`config.mk`:
```
export PLATFORM = sky130hd
export DESIGN_NAME = early_exit_monitor
export DESIGN_NICKNAME = d
export VERILOG_FILES = /design/src/rtl/early_exit_monitor_pkg.sv /design/src/rtl/exit_streak_counter.sv /design/src/rtl/early_exit_monitor.sv
export SDC_FILE = /design/constraint.sdc
export NUM_CORES = 1
export LEC_CHECK = 0
export ABC_AREA = 0
export CAP_MARGIN = 20
export CORE_MARGIN = 10
export CORE_UTILIZATION = 40
export CTS_BUF_LIST = sky130_fd_sc_hd__clkbuf_8
export CTS_CLUSTER_DIAMETER = 120
export DETAILED_ROUTE_END_ITERATION = 6
export SLEW_MARGIN = 5
export SYNTH_ARGS = -nofsm -noshare
export SYNTH_HDL_FRONTEND = slang
export SYNTH_SLANG_ARGS = --single-unit
```
`constraint.sdc`:
```
create_clock -name clock -period 5.38 [get_ports clock]
set_input_delay 0.538 -clock clock [delete_from_list [all_inputs] [get_ports clock]]
set_output_delay 0.538 -clock clock [all_outputs]
set_load 0.01 [all_outputs]
```
`src/rtl/early_exit_monitor_pkg.sv`:
```
// Shared definitions for the early-exit monitor: default widths, on/off levels
// and the frame-control state encoding.
package early_exit_monitor_pkg;

   localparam int BIT_SOFTMAX = 16;
   localparam int BIT_CLASS   = 4;

   localparam logic ON  = 1'b1;
   localparam logic OFF = 1'b0;

   typedef enum logic [1:0] {
      IDLE  = 2'd0,
      TRACK = 2'd1,
      DONE  = 2'd2
   } state_t;

endpackage

```
`src/rtl/exit_streak_counter.sv`:
```
// Tracks how many consecutive beats the same class has won at or above the
// threshold; exposes the post-beat streak combinationally for exit decisions.
module exit_streak_counter
   import early_exit_monitor_pkg::*;
#(
   parameter int BIT_Z    = BIT_SOFTMAX,
   parameter int BIT_O    = BIT_CLASS,
   parameter int STABLE_N = 3,
   parameter int BIT_S    = $clog2(STABLE_N + 1)
) (
   input  logic             clock,
   input  logic             reset,
   input  logic             i_clear,
   input  logic             i_beat,
   input  logic [BIT_Z-1:0] i_z,
   input  logic [BIT_O-1:0] i_index,
   input  logic [BIT_Z-1:0] i_thr,
   output logic [BIT_S-1:0] o_streakNext,
   output logic             o_hit
);

   logic [BIT_S-1:0] r_streak;
   logic [BIT_O-1:0] r_prevIdx;
   logic             w_qualify;

   // The streak is held at STABLE_N rather than incremented, so it can never wrap.
   always_comb begin
      w_qualify    = ($signed(i_z) >= $signed(i_thr));
      o_streakNext = '0;
      if (w_qualify) begin
         if ((r_streak != '0) && (i_index == r_prevIdx)) begin
            o_streakNext = (r_streak == BIT_S'(STABLE_N)) ? r_streak : (r_streak + BIT_S'(1));
         end else begin
            o_streakNext = BIT_S'(1);
         end
      end
      o_hit = (o_streakNext == BIT_S'(STABLE_N));
   end

   always_ff @(posedge clock or posedge reset) begin
      if (reset) begin
         r_streak  <= '0;
         r_prevIdx <= '0;
      end else if (i_clear) begin
         r_streak  <= '0;
         r_prevIdx <= '0;
      end else if (i_beat) begin
         r_streak  <= o_streakNext;
         r_prevIdx <= i_index;
      end
   end

endmodule

```
`src/rtl/early_exit_monitor.sv`:
```
// Watches the per-cycle top-1 output of the softmax stage and decides a class
// either early (stable confident streak) or at frame end (best score seen).
module early_exit_monitor
   import early_exit_monitor_pkg::*;
#(
   parameter int BIT_Z     = BIT_SOFTMAX,
   parameter int BIT_O     = BIT_CLASS,
   parameter int STABLE_N  = 3,
   parameter int FRAME_LEN = 128,
   parameter int BIT_C     = $clog2(FRAME_LEN + 1)
) (
   input  logic             clock,
   input  logic             reset,
   input  logic             start,
   input  logic             valid_in,
   input  logic [BIT_Z-1:0] z,
   input  logic [BIT_O-1:0] index,
   input  logic [BIT_Z-1:0] threshold,
   output logic             busy,
   output logic             result_valid,
   output logic [BIT_O-1:0] result_class,
   output logic [BIT_Z-1:0] result_conf,
   output logic             early,
   output logic [BIT_C-1:0] beats_used
);

   localparam int               BIT_S    = $clog2(STABLE_N + 1);
   localparam logic [BIT_Z-1:0] MOST_NEG = {1'b1, {(BIT_Z-1){1'b0}}};

   state_t           r_state;
   state_t           w_stateNext;
   logic [BIT_C-1:0] r_beats;
   logic [BIT_Z-1:0] r_thr;
   logic [BIT_Z-1:0] r_bestZ;
   logic [BIT_O-1:0] r_bestIdx;
   logic [BIT_O-1:0] r_resClass;
   logic [BIT_Z-1:0] r_resConf;
   logic             r_early;
   logic [BIT_C-1:0] r_beatsUsed;

   logic             w_beat;
   logic [BIT_C-1:0] w_beatsNext;
   logic             w_better;
   logic [BIT_Z-1:0] w_bestZNext;
   logic [BIT_O-1:0] w_bestIdxNext;
   logic [BIT_S-1:0] w_streakNext;
   logic             w_streakHit;
   logic             w_frameEnd;
   logic             w_term;

   // A beat coinciding with start belongs to neither the old nor the new frame.
   assign w_beat        = (r_state == TRACK) && valid_in && !start;
   assign w_beatsNext   = r_beats + BIT_C'(1);
   assign w_better      = ($signed(z) > $signed(r_bestZ));
   assign w_bestZNext   = w_better ? z : r_bestZ;
   assign w_bestIdxNext = w_better ? index : r_bestIdx;
   assign w_frameEnd    = w_beat && (w_beatsNext == BIT_C'(FRAME_LEN));
   assign w_term        = (w_beat && w_streakHit) || w_frameEnd;

   exit_streak_counter #(
      .BIT_Z    (BIT_Z),
      .BIT_O    (BIT_O),
      .STABLE_N (STABLE_N),
      .BIT_S    (BIT_S)
   ) u_streak (
      .clock        (clock),
      .reset        (reset),
      .i_clear      (start),
      .i_beat       (w_beat),
      .i_z          (z),
      .i_index      (index),
      .i_thr        (r_thr),
      .o_streakNext (w_streakNext),
      .o_hit        (w_streakHit)
   );

   always_ff @(posedge clock or posedge reset) begin
      if (reset) begin
         r_state <= IDLE;
      end else begin
         r_state <= w_stateNext;
      end
   end

   // Start wins in every state, so a restart in TRACK discards the open frame.
   always_comb begin
      w_stateNext = r_state;
      case (r_state)
         IDLE:    if (start) w_stateNext = TRACK;
         TRACK:   begin
                     if (start)       w_stateNext = TRACK;
                     else if (w_term) w_stateNext = DONE;
                  end
         DONE:    w_stateNext = start ? TRACK : IDLE;
         default: w_stateNext = IDLE;
      endcase
   end

   always_ff @(posedge clock or posedge reset) begin
      if (reset) begin
         r_beats     <= '0;
         r_thr       <= '0;
         r_bestZ     <= '0;
         r_bestIdx   <= '0;
         r_resClass  <= '0;
         r_resConf   <= '0;
         r_early     <= OFF;
         r_beatsUsed <= '0;
      end else begin
         if (start) begin
            r_beats   <= '0;
            r_thr     <= threshold;
            r_bestZ   <= MOST_NEG;
            r_bestIdx <= '0;
         end else if (w_beat) begin
            r_beats   <= w_beatsNext;
            r_bestZ   <= w_bestZNext;
            r_bestIdx <= w_bestIdxNext;
         end
         // Early exit is checked first so a streak completing on the last beat still reports early.
         if (w_term) begin
            r_beatsUsed <= w_beatsNext;
            if (w_streakHit) begin
               r_resClass <= index;
               r_resConf  <= z;
               r_early    <= ON;
            end else begin
               r_resClass <= w_bestIdxNext;
               r_resConf  <= w_bestZNext;
               r_early    <= OFF;
            end
         end
      end
   end

   assign busy         = (r_state == TRACK);
   assign result_valid = (r_state == DONE);
   assign result_class = r_resClass;
   assign result_conf  = r_resConf;
   assign early        = r_early;
   assign beats_used   = r_beatsUsed;

endmodule

```
==> results.cfg, run 1 <==
[status]
status = complete, no violations

[global_route]
antenna_found_initial = 0
overflow = 0
grt_pass1_wl_um = 17900
grt_pass1_vias = 3532
grt_start_max_net_pins = 82
grt_usage_pct = 13.9

[floorplan]
die_h_um = 125
dieArea_um2 = 15500
num_rows = 38
core_um2 = 10800
start_util_pct = 40.5
dieWidth_um = 125
pin_count = 71

[setup_path]
r2r_end = result_conf[6]
cp.required_ps = 5670
crit_path_end_kind = flop
critPathArrivalTime_ps = 3890
cp_slowest_cell = a2bb2oi_2
crit_top_cell = nor4_1
start_kind = input port
path_max_fanout = 20
reg2reg_depth = 9
worstPathCellList = clkdlybuf4s50_1 > ha_1 > nand4_1 > nor4_1 > a21boi_1 > nor4_1 > o21ai_2 > a2bb2oi_2 > o221a_1
r2r-start = r_bestZ[14]
timing_worst_setup_path_type = input port to flop
cpPeakStageDelay_ps = 830
ff2ff_setup_slack_ps = 2070

[routing]
wl_met3_um = 525
drtIter0Drc = 245
top_layer_used = met4
wl_met1_um = 4960
drt-total-wl_um = 10700
wl_per_cell_um = 17.1
dr.pass1.iters = 4
via_per_inst = 5.31
dr_wl_met2_um = 5120
vias = 3327
postRouteAntennaNets = 0
drc = 0

[timing]
slew_viol_final = 0
fin_crit_ps = 3600
skew_ps = 9.66
worst_slack_ps = 1780
worst_slew_pin_slew_ps = 1070
fmax_ghz = 0.278
rsz0062_at_grt = no
hold_viol = 0
final-setup-viol-count = 0
relSlewSlack_pct = 28.8
post-route-period-util_pct = 66.9
setup_tns_ps = 0
whs_ps = 488

[yosys]
ys_ff_latch = 81
ys_types = 55
ys.flop_type = dfrtp_1
ys_warn_count = 0
syn_avg_cell_area_um2 = 10.5
synthCells = 417
synth_edf_count = 0
syn-num-nets = 491
yosysSeqAreaShare_pct = 46.3
async_reset_ff_share_pct = 100
syn_area_um2 = 4370

[power_and_ir_drop]
sw_frac_of_total_pct = 29.6
powerDensity_nw_per_um2 = 247
ir_worst_vdd_uv = 183
p_leak_nw = 2.41
clockPowerShare_pct = 29.5
p_seq_share_pct = 51.1
p_int_uw = 929
combPwrFrac_pct = 19.3
switchingPower_uw = 391

[cts]
hold_buffers = 0
cts_resized = 0
clkTransAtPathRegs_ps = 80
clock-sinks = 81
htreeDepth = 3
clockBufferDepth = 2
post_cts_buffers = 0
insertion_delay_ps = 350
cts_tree = built
cts_root_buffer = clkbuf_8
numCtsBuffers = 9

[placed_design]
post-dp-hpwl_um = 7610
dp_cells = 610
dp_slack_ps = 1380
place.gp.congestion = 0.810
io_buffers = 70

[min_path]
hold_path_end = early
worstHoldStart = early
hp-class = flop to flop
holdPathStages = 1

[final_layout]
diodes = 0
syn_to_final_growth_pct = 22.0
final_cell_mix = dfrtp_1 (81), clkdlybuf4s50_1 (69), nand2_1 (46)
finalNonFillerCells = 627
nNetsFinal = 556
drive_gt1_share_pct = 7.19
final_common_cell = dfrtp_1

[run]
cap_viol_max_count = 0
per-stage QoR:
stage               power [mW]  instance area (µm²)  utilization, %
floorplan                0.842                 4370               -
global placement         0.936                 5140            47.7
detailed placement       0.943                 5140            47.7
CTS                       1.33                 5310            49.2
global route              1.40                 5340            49.4
finish                    1.32                 5340            49.4
kinds of logic (layout without fill, tap and decap cells):
logic type / count (synthesis) / after routing / share of synthesized area, %
xor gates and xnor gates: 13 / 13 / 2.60
buffers and inverters: 56 / 126 / 6.09
and+or+nand+nor: 113 / 113 / 13.5
muxes: 3 / 3 / 0.944
AOI/OAI and AO/OA: 117 / 117 / 20.8
adders and majority gates: 34 / 34 / 9.73
DFF: 81 / 81 / 46.3
state kept, by name (all words and copies together) (netlist names):
| signal | flops |
|---|---|
| result_class | 4 |
| beats_used | 8 |
| early | 1 |
| r_thr | 16 |
| r_beats | 8 |
| r_bestZ | 16 |
| r_bestIdx | 4 |
| u_streak.r_prevIdx | 4 |
| r_state | 2 |
| u_streak.r_streak | 2 |
| result_conf | 16 |
area by class of cell:
type,instances,area (µm²)
Clock inverter,7,40.0
Multi-Input combinational cell,280,2090
Clock buffer,9,124
Fill cell,1021,5460
Timing Repair Buffer,74,746
Tap cell,140,175
Inverter,36,136
Sequential cell,81,2030
routing by layer:
metal,GRT usage (%),vias to the layer above
met4,3.98,0
met5,0,-
met3,3.66,12
met1,17.1,1621
li1,-,1614
met2,23.4,80
worst max-delay path: cells and delay by family:
kind	cells	cell delay, ps
simple gates	3	710
fa+ha+maj	1	360
buf+inv	1	490
compound gates	4	1780
cell usage after synthesis, types with 5 or more instances:
cell type	number	share of area, %
dfrtp_1	81	46
a22o_1	19	3.8
o21ai_1	5	0.57
nand2b_1	20	2.9
o221a_1	20	5.1
ha_1	34	9.7
clkbuf_1	9	0.77
nand4_1	6	0.86
nor2_1	9	0.77
xor2_1	11	2.2
a21oi_1	25	2.9
buf_6	6	1.5
o21ai_0	23	2.6
nand2_1	46	3.9
inv_1	35	3.0
worst max path at each step:
stage               startpoint               to  slack [ps]  cells past startpoint
detailed placement       z[15]  result_conf[14]        1380                      9
finish                   z[14]   result_conf[6]        1780                      9
floorplan                reset    beats_used[0]        2760                      1
global placement         z[15]  result_conf[13]        1390                      9
global route             z[15]   result_conf[9]        1520                      9
CTS                      z[15]   result_conf[9]        1760                      9
power by group through the flow:
stage	Sequential (mW)	Combinational (mW)	Clock (mW)
final	0.675	0.255	0.390
after global routing	0.680	0.292	0.430
after CTS	0.675	0.258	0.402
after detailed placement	0.686	0.256	0
after global placement	0.685	0.251	0
after floorplan	0.682	0.160	0
Note: power is estimated with default switching activity, not from simulation.
==> inputs of run 2 (changes only) <==
Clock period 5.38 ns to 3.8 ns, I/O delays scaled along.
==> run 2 against run 1 <==
Against the previous run:
- total power increased by 47%
- via count increased by 2.6%
- sequential cell count stayed put
- clock skew rose by 5.9 ps
- clock-buffer cell count stayed put
- core utilization up 0.54 points
- setup slack got worse by 1400 ps
- critical endpoint is now result_conf[11]
- largest cell class unchanged
- highest routed layer unchanged
==> results.cfg, run 2 (same netlist as run 1, synthesis figures left out) <==
[status]
status = complete, no violations

[setup_path]
crit_top_cell = nor4_1
timing_worst_setup_path_type = input port to flop
worstPathCellList = clkdlybuf4s50_1 > ha_1 > nand4_1 > nor4_1 > a21boi_1 > nor4_1 > o21ai_2 > a2bb2oi_2 > o221a_1
critPathArrivalTime_ps = 3750
cpPeakStageDelay_ps = 810
cp.required_ps = 4090
crit_path_end_kind = flop
path_max_fanout = 20
start_kind = input port
cp_slowest_cell = a2bb2oi_2

[routing]
vias = 3415
via_per_inst = 5.40
wl_met3_um = 505
drt-total-wl_um = 11100
top_layer_used = met4
drc = 0
wl_per_cell_um = 17.6
postRouteAntennaNets = 0
dr.pass1.iters = 4
dr_wl_met2_um = 5410
drtIter0Drc = 164
wl_met1_um = 5050

[final_layout]
finalInstanceArea_um2 = 5400
final_cell_mix = dfrtp_1 (81), clkdlybuf4s50_1 (69), nand2_1 (46)
final_common_cell = dfrtp_1
drive_gt1_share_pct = 8.33
nNetsFinal = 562
syn_to_final_growth_pct = 23.3
diodes = 0
finalNonFillerCells = 632

[placed_design]
post-dp-hpwl_um = 7970
place_area_um2 = 5210
io_buffers = 70
place.gp.congestion = 0.783
dp_cells = 617

[floorplan]
dieWidth_um = 125
core_um2 = 10800
die_h_um = 125
dieArea_um2 = 15500
start_util_pct = 40.5
num_rows = 38
pin_count = 71

[power_and_ir_drop]
p_leak_nw = 2.45
powerDensity_nw_per_um2 = 360
finalPower_mw = 1.94
ir_worst_vdd_uv = 149

[timing]
skew_ps = 15.6
fin_crit_ps = 3460
whs_ps = 470
post-route-period-util_pct = 91.0
slew_viol_final = 0
relSlewSlack_pct = 30.8
fmax_ghz = 0.289
final-setup-viol-count = 0
hold_viol = 0
worst_slew_pin_slew_ps = 1040
rsz0062_at_grt = no

[global_route]
grt_pass1_wl_um = 18400
grt_usage_pct = 14.2
grt_start_max_net_pins = 48
overflow = 0
antenna_found_initial = 0
grt_pass1_vias = 3566

[cts]
hold_buffers = 0
cts_root_buffer = clkbuf_8
numCtsBuffers = 9
post_cts_buffers = 0
cts_resized = 0
htreeDepth = 3
clkTransAtPathRegs_ps = 90
insertion_delay_ps = 360
clock-sinks = 81
clockBufferDepth = 2
cts_tree = built

[min_path]
hp-class = input port to async pin

[run]
cap_viol_max_count = 0
run 2: cell type report:
type	instances	area [µm²]
fillers	991	5400
clock inverters	6	61.3
repair buffers	80	783
clock buffers	9	124
flip-flops and latches	81	2030
inverters	36	136
multi-input cells	280	2090
well taps	140	175
run 2: metal layers:
| metal | vias to the layer above | track usage (%) |
|---|---|---|
| met5 | - | 0 |
| met4 | 0 | 3.43 |
| met3 | 15 | 4.26 |
| met2 | 75 | 24.2 |
| met1 | 1697 | 17.2 |
| li1 | 1628 | - |
run 2: per-stage QoR:
step	util [%]	TNS (ps)	worst slack, ps
final	50.0	0	340
after global routing	50.0	0	94.0
after CTS	50.0	0	295
after detailed placement	48.3	-1460	-87.2
after global placement	48.3	-314	-19.3
after floorplan	-	0	1340
run 2: path summary, 6_finish.rpt:
check | start | endpoint | slack, ps | depth (start not counted)
setup / recovery | z[15] | result_conf[11] | 340 | 9
hold / removal | reset | beats_used[4] | 470 | 2
setup reg to reg | r_bestZ[14] | result_conf[11] | 510 | 9
hold reg to reg | early | early | 490 | 1
max in group asynchronous | reset | result_class[0] | 2570 | 3
min in group clock | early | early | 490 | 1
run 2: where the power goes:
part	total [mW]	switching [mW]	leakage, nW	internal (mW)
registers	0.957	0.0394	1.08	0.917
logic	0.372	0.197	1.27	0.176
clock network	0.615	0.317	0.100	0.298
run 2: critical path, delay by kind of cell:
family                     cells  cell delay (ps)
AOI/OAI and AO/OA              4             1810
adders and majority gates      1              380
buffers and inverters          1              510
and+or+nand+nor                3              670
